`config.mk`:
```
export PLATFORM = sky130hd
export DESIGN_NAME = po2_dot_sequencer_flat
export DESIGN_NICKNAME = d
export VERILOG_FILES = /design/src/rtl/po2_dot_sequencer_if.sv /design/src/rtl/po2_dot_sequencer.sv /design/src/flat_wrapper.sv
export SDC_FILE = /design/constraint.sdc
export NUM_CORES = 1
export LEC_CHECK = 0
export ABC_AREA = 1
export CAP_MARGIN = 25
export CORE_ASPECT_RATIO = 0.75
export CORE_MARGIN = 8
export CORE_UTILIZATION = 25
export CTS_CLUSTER_SIZE = 12
export DETAILED_ROUTE_END_ITERATION = 10
export PLACE_DENSITY = 0.58
export REMOVE_ABC_BUFFERS = 1
export SLEW_MARGIN = 20
export SYNTH_ARGS = -nofsm -noshare
export SYNTH_HDL_FRONTEND = slang
export SYNTH_SLANG_ARGS = --single-unit
export TNS_END_PERCENT = 50
```
`constraint.sdc`:
```
create_clock -name clk -period 3.3 [get_ports clk]
set_clock_uncertainty 0.2 [all_clocks]
set_input_delay 0.495 -clock clk [delete_from_list [all_inputs] [get_ports clk]]
set_output_delay 0.495 -clock clk [all_outputs]
set_load 0.02 [all_outputs]
```
`src/rtl/po2_dot_sequencer_if.sv`:
```
// Bundle between the dot-product sequencer and its neighbours: start/len
// control, activation/weight buffer read port, po2 multiply lane operands
// and the valid/ready result port. The master side is the sequencer.
interface po2_dot_sequencer_if #(
    parameter int W = 16,
    parameter int N = 8
);
    localparam int AW    = $clog2(N);
    localparam int ACC_W = 2 * W + $clog2(N);

    // run control
    logic             start;
    logic [AW:0]      len;
    logic             busy;

    // activation / weight buffers (1-cycle read latency)
    logic [AW-1:0]    addr;
    logic [W-1:0]     rd_inp;
    logic             rd_zero;
    logic             rd_neg;
    logic [W-1:0]     rd_log2;

    // po2 multiply lane
    logic             mul_restart;
    logic [W-1:0]     mul_inp;
    logic             mul_zero;
    logic             mul_neg;
    logic [W-1:0]     mul_log2;
    logic [2*W-1:0]   mul_result;
    logic             mul_result_v;

    // result port
    logic [ACC_W-1:0] out_data;
    logic             out_err;
    logic             out_valid;
    logic             out_ready;

    modport master (
        input  start, len,
        input  rd_inp, rd_zero, rd_neg, rd_log2,
        input  mul_result, mul_result_v,
        input  out_ready,
        output busy, addr,
        output mul_restart, mul_inp, mul_zero, mul_neg, mul_log2,
        output out_data, out_err, out_valid
    );

    modport slave (
        output start, len,
        output rd_inp, rd_zero, rd_neg, rd_log2,
        output mul_result, mul_result_v,
        output out_ready,
        input  busy, addr,
        input  mul_restart, mul_inp, mul_zero, mul_neg, mul_log2,
        input  out_data, out_err, out_valid
    );
endinterface

```
`src/rtl/po2_dot_sequencer.sv`:
```
// Dot-product sequencer for one po2 multiply lane. Walks len elements,
// fetches activation + encoded weight, skips zero weights, issues the rest
// to the multiply unit with a one-cycle restart pulse, accumulates the
// products in a widened accumulator and hands the sum out on valid/ready.
// A product that does not arrive within TIMEOUT wait cycles is dropped and
// flagged through the sticky error bit for that run.
module po2_dot_sequencer #(
    parameter int W       = 16,
    parameter int I       = 4,
    parameter int N       = 8,
    parameter int TIMEOUT = 15
) (
    input  logic                  clk,
    input  logic                  rst,
    po2_dot_sequencer_if.master   bus
);
    localparam int AW    = $clog2(N);
    localparam int ACC_W = 2 * W + $clog2(N);
    localparam int WC_W  = $clog2(TIMEOUT + 1);

    // Catch nonsensical parameterisations at elaboration time.
    generate
        if (I < 1 || I >= W || TIMEOUT < 1 || N < 2) begin : g_bad_param
            $error("po2_dot_sequencer: illegal parameter combination");
        end
    endgenerate

    typedef enum logic [2:0] {
        S_IDLE,
        S_FETCH,
        S_LOAD,
        S_ISSUE,
        S_WAIT,
        S_EMIT
    } state_t;

    state_t            state_reg, state_next;
    logic [AW-1:0]     idx_reg,   idx_next;
    logic [AW:0]       len_reg,   len_next;
    logic [ACC_W-1:0]  acc_reg,   acc_next;
    logic              err_reg,   err_next;
    logic [WC_W-1:0]   wcnt_reg,  wcnt_next;
    logic [W-1:0]      inp_reg,   inp_next;
    logic              zero_reg,  zero_next;
    logic              neg_reg,   neg_next;
    logic [W-1:0]      log2_reg,  log2_next;

    logic [AW:0]       len_clamped;
    logic              last_elem;
    logic              advance;
    logic [ACC_W-1:0]  prod_ext;

    // Lengths beyond the buffer depth are treated as a full-length run.
    assign len_clamped = (bus.len > (AW + 1)'(N)) ? (AW + 1)'(N) : bus.len;
    assign last_elem   = ({1'b0, idx_reg} == (len_reg - (AW + 1)'(1)));
    // Product is Q(2I).(2W-2I); sign-extend into the accumulator width.
    assign prod_ext    = ACC_W'($signed(bus.mul_result));

    // State and datapath registers; asynchronous reset aborts any run.
    always_ff @(posedge clk or posedge rst) begin
        if (rst) begin
            state_reg <= S_IDLE;
            idx_reg   <= '0;
            len_reg   <= '0;
            acc_reg   <= '0;
            err_reg   <= 1'b0;
            wcnt_reg  <= '0;
            inp_reg   <= '0;
            zero_reg  <= 1'b0;
            neg_reg   <= 1'b0;
            log2_reg  <= '0;
        end else begin
            state_reg <= state_next;
            idx_reg   <= idx_next;
            len_reg   <= len_next;
            acc_reg   <= acc_next;
            err_reg   <= err_next;
            wcnt_reg  <= wcnt_next;
            inp_reg   <= inp_next;
            zero_reg  <= zero_next;
            neg_reg   <= neg_next;
            log2_reg  <= log2_next;
        end
    end

    // Next-state and datapath update for the element walk.
    always_comb begin
        state_next = state_reg;
        idx_next   = idx_reg;
        len_next   = len_reg;
        acc_next   = acc_reg;
        err_next   = err_reg;
        wcnt_next  = wcnt_reg;
        inp_next   = inp_reg;
        zero_next  = zero_reg;
        neg_next   = neg_reg;
        log2_next  = log2_reg;
        advance    = 1'b0;

        case (state_reg)
            S_IDLE: begin
                if (bus.start) begin
                    acc_next  = '0;
                    idx_next  = '0;
                    err_next  = 1'b0;
                    wcnt_next = '0;
                    len_next  = len_clamped;
                    state_next = (len_clamped == '0) ? S_EMIT : S_FETCH;
                end
            end
            S_FETCH: begin
                // addr already shows idx; memories answer during LOAD.
                state_next = S_LOAD;
            end
            S_LOAD: begin
                inp_next  = bus.rd_inp;
                zero_next = bus.rd_zero;
                neg_next  = bus.rd_neg;
                log2_next = bus.rd_log2;
                if (bus.rd_zero) begin
                    advance = 1'b1;
                end else begin
                    state_next = S_ISSUE;
                end
            end
            S_ISSUE: begin
                wcnt_next  = '0;
                state_next = S_WAIT;
            end
            S_WAIT: begin
                // result_v is only trusted here; during ISSUE it still
                // reflects the previous product.
                if (bus.mul_result_v) begin
                    acc_next = acc_reg + prod_ext;
                    advance  = 1'b1;
                end else if (wcnt_reg == WC_W'(TIMEOUT - 1)) begin
                    err_next = 1'b1;
                    advance  = 1'b1;
                end else begin
                    wcnt_next = wcnt_reg + WC_W'(1);
                end
            end
            S_EMIT: begin
                if (bus.out_ready) begin
                    state_next = S_IDLE;
                end
            end
            default: begin
                state_next = S_IDLE;
            end
        endcase

        if (advance) begin
            if (last_elem) begin
                state_next = S_EMIT;
            end else begin
                idx_next   = idx_reg + AW'(1);
                state_next = S_FETCH;
            end
        end
    end

    // Outputs are decoded straight from registers.
    assign bus.busy        = (state_reg != S_IDLE);
    assign bus.addr        = idx_reg;
    assign bus.mul_restart = (state_reg == S_ISSUE);
    assign bus.mul_inp     = inp_reg;
    assign bus.mul_zero    = zero_reg;
    assign bus.mul_neg     = neg_reg;
    assign bus.mul_log2    = log2_reg;
    assign bus.out_data    = acc_reg;
    assign bus.out_err     = err_reg;
    assign bus.out_valid   = (state_reg == S_EMIT);

endmodule

```
`src/flat_wrapper.sv`:
```
// flat-port wrapper written by rule: the top's interface ports become plain ports
module po2_dot_sequencer_flat 
#(
    parameter int W       = 16,
    parameter int I       = 4,
    parameter int N       = 8,
    parameter int TIMEOUT = 15
)
  (clk, rst, bus_start, bus_len, bus_rd_inp, bus_rd_zero, bus_rd_neg, bus_rd_log2, bus_mul_result, bus_mul_result_v, bus_out_ready, bus_busy, bus_addr, bus_mul_restart, bus_mul_inp, bus_mul_zero, bus_mul_neg, bus_mul_log2, bus_out_data, bus_out_err, bus_out_valid);
  po2_dot_sequencer_if #(.W(W), .N(N)) bus_i ();
  input  logic clk;
  input  logic rst;
  input wire logic [$bits(bus_i.start)-1:0] bus_start;
  input wire logic [$bits(bus_i.len)-1:0] bus_len;
  input wire logic [$bits(bus_i.rd_inp)-1:0] bus_rd_inp;
  input wire logic [$bits(bus_i.rd_zero)-1:0] bus_rd_zero;
  input wire logic [$bits(bus_i.rd_neg)-1:0] bus_rd_neg;
  input wire logic [$bits(bus_i.rd_log2)-1:0] bus_rd_log2;
  input wire logic [$bits(bus_i.mul_result)-1:0] bus_mul_result;
  input wire logic [$bits(bus_i.mul_result_v)-1:0] bus_mul_result_v;
  input wire logic [$bits(bus_i.out_ready)-1:0] bus_out_ready;
  output wire logic [$bits(bus_i.busy)-1:0] bus_busy;
  output wire logic [$bits(bus_i.addr)-1:0] bus_addr;
  output wire logic [$bits(bus_i.mul_restart)-1:0] bus_mul_restart;
  output wire logic [$bits(bus_i.mul_inp)-1:0] bus_mul_inp;
  output wire logic [$bits(bus_i.mul_zero)-1:0] bus_mul_zero;
  output wire logic [$bits(bus_i.mul_neg)-1:0] bus_mul_neg;
  output wire logic [$bits(bus_i.mul_log2)-1:0] bus_mul_log2;
  output wire logic [$bits(bus_i.out_data)-1:0] bus_out_data;
  output wire logic [$bits(bus_i.out_err)-1:0] bus_out_err;
  output wire logic [$bits(bus_i.out_valid)-1:0] bus_out_valid;
  assign bus_i.start = bus_start;
  assign bus_i.len = bus_len;
  assign bus_i.rd_inp = bus_rd_inp;
  assign bus_i.rd_zero = bus_rd_zero;
  assign bus_i.rd_neg = bus_rd_neg;
  assign bus_i.rd_log2 = bus_rd_log2;
  assign bus_i.mul_result = bus_mul_result;
  assign bus_i.mul_result_v = bus_mul_result_v;
  assign bus_i.out_ready = bus_out_ready;
  assign bus_busy = bus_i.busy;
  assign bus_addr = bus_i.addr;
  assign bus_mul_restart = bus_i.mul_restart;
  assign bus_mul_inp = bus_i.mul_inp;
  assign bus_mul_zero = bus_i.mul_zero;
  assign bus_mul_neg = bus_i.mul_neg;
  assign bus_mul_log2 = bus_i.mul_log2;
  assign bus_out_data = bus_i.out_data;
  assign bus_out_err = bus_i.out_err;
  assign bus_out_valid = bus_i.out_valid;
  po2_dot_sequencer #(.W(W), .I(I), .N(N), .TIMEOUT(TIMEOUT)) u_core (.clk(clk), .rst(rst), .bus(bus_i));
endmodule
```
# ---- Yosys cells after proc, flatten, opt, wreduce, memory -nomap -nowiden
# Cells that the tools add are included.
dict set report word_totals {
  reg_bits 84
  wordCells 68
}
dict set report op_classes {
  addsub 4
  magnitude_cmp 1
  eq_ne 16
  mux 27
  n_reduce_logical 10
}
# operator n
set op_table {}
lappend op_table {{2-to-1 mux 35 bit} 2}
lappend op_table {{case mux 35 bit (2 select lines)} 1}
lappend op_table {{adder 35 bit} 1}
lappend op_table {{2-to-1 mux 3 bit} 10}
lappend op_table {{case mux 3 bit (6 select lines)} 1}
lappend op_table {{2-to-1 mux 4 bit} 4}
lappend op_table {{case mux 4 bit (3 select lines)} 1}
lappend op_table {{AND reduction 4 bit} 3}
lappend op_table {{!= test 3 x 2 -> 1 bit (second input constant)} 3}
lappend op_table {{!= test 2 bit (second input constant)} 4}
lappend op_table {{== test 3 x 2 -> 1 bit (second input constant)} 2}
lappend op_table {{== test 3 bit (second input constant)} 2}
lappend op_table {{2-to-1 mux 1 bit} 6}
lappend op_table {{nonzero test 3 bit} 2}
lappend op_table {{adder 4 x 1 -> 4 bit (second input constant)} 1}
lappend op_table {{== test 3 x 4 -> 1 bit} 1}
lappend op_table {{== test 4 bit (second input constant)} 1}
lappend op_table {{greater-than comparator 4 bit (second input constant)} 1}
lappend op_table {{zero test 4 bit} 1}
lappend op_table {{!= test 2 x 1 -> 1 bit (second input constant)} 2}
lappend op_table {{case mux 1 bit (2 select lines)} 2}
lappend op_table {{subtractor 4 x 1 -> 4 bit (second input constant)} 1}
lappend op_table {{adder 3 x 1 -> 3 bit (second input constant)} 1}
lappend op_table {{== test 3 x 1 -> 1 bit (second input constant)} 1}
lappend op_table {{4 further kinds} 4}

# ---- Logic depth before layout (Yosys ltp)
# Gate-level depths: netlist of the first run.
dict set report logic_depth {
  ltp_word 7
  depth_mapped 14
  depth_no_buf 14
}

# ---- Worst setup path before layout of the first run
# Ideal clock, no wire load.
dict set report synth_path {
  kind {register to register}
  from {reg u_core.acc_reg[0] (netlist: u_core.bus.out_data[0])}
  to {reg u_core.acc_reg[28] (netlist: u_core.bus.out_data[28])}
  setup_time_ns 0.117
  arrival_ns 1.912
  t_required_ns 2.983
  setup_slack_ns 1.071
  path_stages_with_launch 13
  n_path_buf 0
  period_less_slack_ns 2.229
  path_cell_list {dfrtp_1 -> ha_1 -> fa_1 -> nand3_1 -> nand3_2 -> nand2_1 -> nand2_1 -> nand2_1 -> nand3_2 -> nand2_1 -> nand3_1 -> nand3_1 -> nand2_1}
}
dict set report synth_via {
  elab_chain_cells 3
}
# element line
set synth_rtl {}
lappend synth_rtl {{start: declaration} po2_dot_sequencer.sv:40} ;# logic [ACC_W-1:0] acc_reg, acc_next;
lappend synth_rtl {{start signal: assignment} po2_dot_sequencer.sv:76} ;# acc_reg <= acc_next;
lappend synth_rtl {{adder 35 bit} po2_dot_sequencer.sv:134} ;# acc_next = acc_reg + prod_ext;
lappend synth_rtl {{2-to-1 mux 35 bit} po2_dot_sequencer.sv:133} ;# if (bus.mul_result_v) begin
lappend synth_rtl {{case mux 35 bit (2 select lines)} po2_dot_sequencer.sv:100} ;# case (state_reg)
# Every way passes these cells. The select of a mux whose other input is x is not followed.
# A chain may end at the register's enable or synchronous reset.

# ---- Worst setup path in the final report of the first run
dict set report layout_path {
  from {reg u_core.state_reg[1]}
  to {out bus_mul_restart}
}
dict set report layout_via {
  elab_chain_cells 1
}
# element line
set layout_rtl {}
lappend layout_rtl {{start: declaration} po2_dot_sequencer.sv:37} ;# state_t state_reg, state_next;
lappend layout_rtl {{start signal: assignment} po2_dot_sequencer.sv:73} ;# state_reg <= state_next;
lappend layout_rtl {{== test 3 x 2 -> 1 bit} po2_dot_sequencer.sv:166} ;# assign bus.mul_restart = (state_reg == S_ISSUE);
lappend layout_rtl {{end: declaration} flat_wrapper.sv:24} ;# output wire logic [$bits(bus_i.mul_restart)-1:0] bus_mul_restart;
# Every way passes these cells.

==> reports/qor.txt, run 1 <==
Clk slew on worst S/H paths -> 0.07 ns
Clock Power Share -> 15.3%
N_diodes -> 0
First-pass GRT wire length -> 30,770 microns
Die area -> 28,820 sq um
Cells after Synth -> 857
Rel. slew slack -> 61.01%
Share of power burned in registers -> 27.2%
Max Freq -> 404.2 MHz
CP Data Required Time -> 2.60 ns
Area Overhead vs Synth -> 36.20%
Final setup TNS -> 0 ns
Critical path type -> register to output pin
Hold WC Path Type -> input port to async pin
Min Tclk post-route -> 2.474 ns
Synth unique cells -> 40
Combinational Power Share -> 57.5%
DR DRC count -> 0
CP Launch Type -> register
Total GRT Usage -> 13.31%
# setup viols final -> 0
Placer Congestion -> 0.8672
Largest buffer count on any clock path -> 2
Layout cells sized above 1 -> 6.509%
Crit path capture type -> output pin
Number of synthesized flops with an enable pin -> 0
Initial core utilization -> 25.51%
Sw Pwr -> 3.111 mW
Sw Ratio -> 46.91%
Synth warn -> 0
CP max FO -> 4
Unrepaired setup endpoints after global routing -> false
H-tree levels -> 3
TritonCTS Sinks -> 84
First drt pass iteration count -> 5
Post-DP HPWL -> 15,160 microns
PD cells -> 825.3 nW/um^2
Max rail drop VDD -> 0.4069 mV
Via count -> 5,776
Tightest Pin Transition -> 0.5848 ns
Final Slew Violations -> 0
Postcts setup bufs -> 0
Yosys top cell area share -> 35.63%
Root buffer cell -> clkbuf_16
Max cap viols -> 0
DIE WIDTH -> 193.4 microns
PostCTS Resize Cnt -> 0
Status -> finished clean
Core area -> 23,120 sq um
Row count -> 48
Vias in the first global route -> 5,776
Final Hold Fails -> 0
Port Buffers -> 150
Pin count of the biggest net entering global routing -> 38
Ports -> 151
Die height -> 149.0 microns
Mapped cell area -> 5899 sq um
Leading area contributor after synthesis -> dfrtp_1
Fin crit share -> 74.96%
Final core utilization -> 34.75%
Final ANT Viol Nets -> 0
Internal Power -> 3.521 mW
Vias per Instance -> 4.396
Static leakage -> 4.161 nW
Min setup slack post-route -> 0.8263 ns
Latest clock arrival within the worst-skew pair -> 0.35 ns
CTS Buf Count -> 9
TritonCTS clock tree -> done
Synthesis-stage register bit count -> 84
Nets -> 1,124
Syn Area/Cell -> 6.884 sq um
Wirelength per Cell -> 14.51 microns
Dpl ws -> 0.4806 ns
Design Power -> 6.632 mW
Async set or reset register ratio after synthesis -> 100.0%
Gr ovfl total -> 0
Initial drt markers -> 374
Seq/Total Area, Yosys -> 35.63%
Crit path DAT -> 1.78 ns
Ys flop type -> dfrtp_1
Max reg flops -> 35
Largest cells by area after synthesis -> dfrtp_1, nand2_1, ha_1
Hold-fix buffers, CTS -> 0
Final wirelength -> 19,070 microns
Initial antenna violation count -> 2
-- area by class of cell --
class / count / area, sq um
Tap cell: 300 / 375.4
Clock buffer: 9 / 225.2
Fill cell: 2463 / 15090
Multi-Input combinational cell: 653 / 3318
Sequential cell: 84 / 2102
Timing Repair Buffer: 154 / 1544
Clock inverter: 6 / 58.81
Inverter: 108 / 411.6
-- worst paths after layout --
kind | endpoint | cells past startpoint | slack [ns] | start
max in group asynchronous | u_core.bus.out_data[4] | 3 | 2.02 | rst
min | u_core.bus.mul_inp[9] | 2 | 0.28 | rst
max reg2reg | u_core.bus.out_data[32] | 12 | 0.96 | u_core.bus.out_data[0]
max | bus_mul_restart | 3 | 0.83 | u_core.state_reg[1]
min reg2reg | u_core.bus.mul_log2[5] | 2 | 0.28 | u_core.bus.mul_log2[5]
min in group clk | u_core.bus.mul_log2[5] | 2 | 0.28 | u_core.bus.mul_log2[5]
-- through the flow --
stage / instance area, sq um / std cells / hold WS [ns]
detailed placement: 7751 / 1299 / 0.2642
global placement: 7751 / 1299 / 0.2609
finish: 8035 / 1314 / 0.2789
CTS: 8035 / 1314 / 0.2857
global route: 8035 / 1314 / 0.3033
floorplan: 5831 / 845 / 0.2672
-- layout by cell type, fill, tap and decap left out, types with 4 or more instances in the layout --
cell type        Yosys  final
nand2_2              9      9
nand3_1             51     51
nor3_1               6      6
xnor2_1              7      7
nor2_1              51     51
xor2_1               4      4
o21ai_1             14     14
dfrtp_1             84     84
ha_1                38     38
clkbuf_16            0      9
a21oi_1             41     41
nand3_2              7      7
a21oi_2              7      7
clkdlybuf4s50_1      0    150
inv_2                4      4
o21bai_1             5      5
nand3b_1             4      4
nand2_1            356    356
nor2_2               5      5
o21ai_0             22     22
inv_1              102    101
-- kinds of logic after synthesis --
group,synth area share (%)
buf+inv,8.123
simple gates,36.29
fa+ha+maj,8.399
compound gates,9.926
xor+xnor,1.633
flops,35.63
-- layer usage --
layer,up-vias,GRT usage [%],part of all wire [%],routed length [microns]
li1,3018,-,-,-
met1,2579,17.47,48,9167
met2,163,19.84,41,7792
met3,12,6.402,10,1941
met4,4,2.150,0.74,142
met5,-,0,0.12,22
-- worst max-delay path, stage by stage, from the launching register on --
cell,delay [ns]
dfrtp_1,0.45
nand2_1,0.10
nor2_1,0.23
clkdlybuf4s50_1,0.66
-- power by group through the flow --
stage | registers, mW | logic [mW] | clock network, mW
floorplan | 2.19 | 1.94 | 0
global placement | 1.80 | 3.83 | 0
detailed placement | 1.80 | 3.86 | 0
CTS | 1.81 | 3.86 | 1.05
global route | 1.87 | 4.26 | 1.09
finish | 1.80 | 3.82 | 1.01
-- cell usage after synthesis (all sizes together) (2+ instances only) --
cell,number
a21oi,48
a22o,2
buf,6
clkbuf,6
dfrtp,84
ha,38
inv,108
nand2,368
nand3,58
nand3b,4
nor2,60
nor3,6
nor4,2
o21ai,36
o21bai,5
o22ai,2
o31ai,3
or2,3
xnor2,7
xor2,4
No activity file was read; power rests on OpenSTA's default activity.
==> inputs of run 2 (changes only) <==
==> constraint.sdc (replaced) <==
create_clock -name clk -period 2.5 [get_ports clk]
set_clock_uncertainty 0.2 [all_clocks]
set_input_delay 0.375 -clock clk [delete_from_list [all_inputs] [get_ports clk]]
set_output_delay 0.375 -clock clk [all_outputs]
set_load 0.02 [all_outputs]
==> run 2 against run 1 <==
  * Wire length rose by 2.9%
  * First-iteration DRC count rose by 6.4%
  * Worst setup slack got worse by 0.68 ns
  * Utilization rose by 1.5 points
  * Power rose by 40%
  * Global-route usage rose by 0.37 points
  * Largest cell class unchanged
  * Combinational power rose by 41%
  * Critical path depth did not move
  * Final cell count rose by 3.0%
  * Hold slack got worse by 0.072 ns
  * Count of clock-buffer cells in the layout rose by 1
  * Sequential share of layout area fell by 1.1 points
==> reports/qor.txt, run 2 (synthesis results as in run 1) <==
Status -> finished clean (unchanged)
Die area -> 28,820 sq um (unchanged)
Unrepaired setup endpoints after global routing -> false (unchanged)
Static leakage -> 4.373 nW (was 4.161 nW)
Initial core utilization -> 25.51% (unchanged)
Max rail drop VDD -> 0.4895 mV (was 0.4069 mV)
Row count -> 48 (unchanged)
Initial antenna violation count -> 1 (was 2)
Latest clock arrival within the worst-skew pair -> 0.35 ns (about the same)
Min Tclk post-route -> 2.350 ns
N_diodes -> 0 (unchanged)
CTS Buf Count -> 9 (unchanged)
Ports -> 151 (unchanged)
Final wirelength -> 19,630 microns (was 19,070 microns)
Crit path DAT -> 1.77 ns (was 1.78 ns)
TritonCTS clock tree -> done (unchanged)
Post-DP HPWL -> 15,410 microns (was 15,160 microns)
Core area -> 23,120 sq um (unchanged)
Worst Reg-to-Reg Cells -> 12 (unchanged)
Vias in the first global route -> 5,992 (was 5,776)
Multi-input logic area -> 3318 sq um (unchanged)
DR DRC count -> 0 (unchanged)
CP Launch Type -> register (unchanged)
First drt pass iteration count -> 5 (unchanged)
Hold-fix buffers, CTS -> 0 (unchanged)
First-pass GRT wire length -> 31,860 microns (was 30,770 microns)
Postcts setup bufs -> 0 (unchanged)
Wirelength per Cell -> 14.50 microns (was 14.51 microns)
TritonCTS Sinks -> 84 (unchanged)
Die height -> 149.0 microns (unchanged)
Nets -> 1,162 (was 1,124)
Placed instance count -> 1,337 (was 1,299)
Critical path type -> register to output pin (unchanged)
Max cap viols -> 0 (unchanged)
DIE WIDTH -> 193.4 microns (unchanged)
Final ANT Viol Nets -> 0 (unchanged)
Crit path capture type -> output pin (unchanged)
Register Area -> 2102 sq um (unchanged)
Area Overhead vs Synth -> 41.93% (was 36.20%)
Clk slew on worst S/H paths -> 0.07 ns (about the same)
Max Freq -> 425.6 MHz
Via count -> 5,916 (was 5,776)
Final Slew Violations -> 0 (unchanged)
# setup viols final -> 0 (unchanged)
Layout filler cell count -> 2,429 (was 2,463)
CP max FO -> 4 (unchanged)
Root buffer cell -> clkbuf_16 (unchanged)
Commonest non-fill, non-tap cell in the layout -> nand2_1 (unchanged)
Placer Congestion -> 0.8844 (was 0.8672)
Largest buffer count on any clock path -> 2 (unchanged)
Commonest cells after routing, fill and taps aside -> nand2_1, clkdlybuf4s50_1, inv_1 (unchanged)
PostCTS Resize Cnt -> 0 (unchanged)
H-tree levels -> 3 (unchanged)
Pin count of the biggest net entering global routing -> 85 (was 38)
Gr ovfl total -> 0 (unchanged)
Non-filler cells in the finished layout -> 1,353 (was 1,314)
Final setup TNS -> 0 ns (unchanged)
CP Data Required Time -> 1.92 ns (was 2.60 ns)
Final Hold Fails -> 0 (unchanged)
Rel. slew slack -> 64.62% (was 61.01%)
Fin crit share -> 93.99%
Tightest Pin Transition -> 0.5307 ns (was 0.5848 ns)
Port Buffers -> 150 (unchanged)
Max reg flops -> 35 (unchanged)
Final core utilization -> 36.21% (was 34.75%)
Total GRT Usage -> 13.68% (was 13.31%)
PD cells -> 1109 nW/um^2 (was 825.3 nW/um^2)
Layout cells sized above 1 -> 9.877% (was 6.509%)
Vias per Instance -> 4.373 (was 4.396)
Hold WC Path Type -> input port to async pin (unchanged)
Initial drt markers -> 398 (was 374)
## run 2: area by class of cell
type / count / share of cell area [%]
inverter: 108 / 4.916
clock inverter: 6 / 1.136
multi-input combinational: 653 / 39.63
clock buffer: 10 / 2.735
tap: 300 / 4.483
sequential: 84 / 25.10
timing repair buffer: 192 / 22.00
## run 2: worst paths after layout
path                                                end                    from  slack [ns]
worst max-delay path                    bus_mul_restart     u_core.state_reg[1]        0.15
worst min-delay path              u_core.bus.mul_inp[0]                     rst        0.21
worst max register to register  u_core.bus.out_data[28]  u_core.bus.out_data[0]        0.25
worst min register to register    u_core.bus.mul_inp[0]   u_core.bus.mul_inp[0]        0.28
max in group asynchronous        u_core.bus.out_data[7]                     rst        1.43
min in group clk                  u_core.bus.mul_inp[0]   u_core.bus.mul_inp[0]        0.28
## run 2: worst max-delay path, stage by stage (launching register included)
cell and delay (ns):
dfrtp_1 0.45, nand2_1 0.10, nor2_1 0.22, clkdlybuf4s50_1 0.66
## run 2: power breakdown
part / internal [mW] / switching, mW
clock: 0.888 / 0.630
sequential: 1.92 / 0.445
combinational: 2.29 / 3.11
## run 2: metrics by stage
stage               worst slack, ns  area (sq um)  total power [mW]  hold slack (ns)
global route                0.04236          8373             10.05           0.2700
CTS                          0.1161          8373             9.397           0.2772
global placement           -0.08781          8049             7.763           0.2609
floorplan                   -0.2401          5831             5.457           0.2672
detailed placement          -0.1079          8049             7.800           0.2661
finish                       0.1503          8373             9.285           0.2066
## run 2: layer usage
metal,up-vias,share of wire [%],track usage (%)
met3,9,9.3,5.230
met1,2640,49,18.31
met4,2,0.70,2.994
li1,3087,-,-
met5,-,0.051,0
met2,178,41,20.62
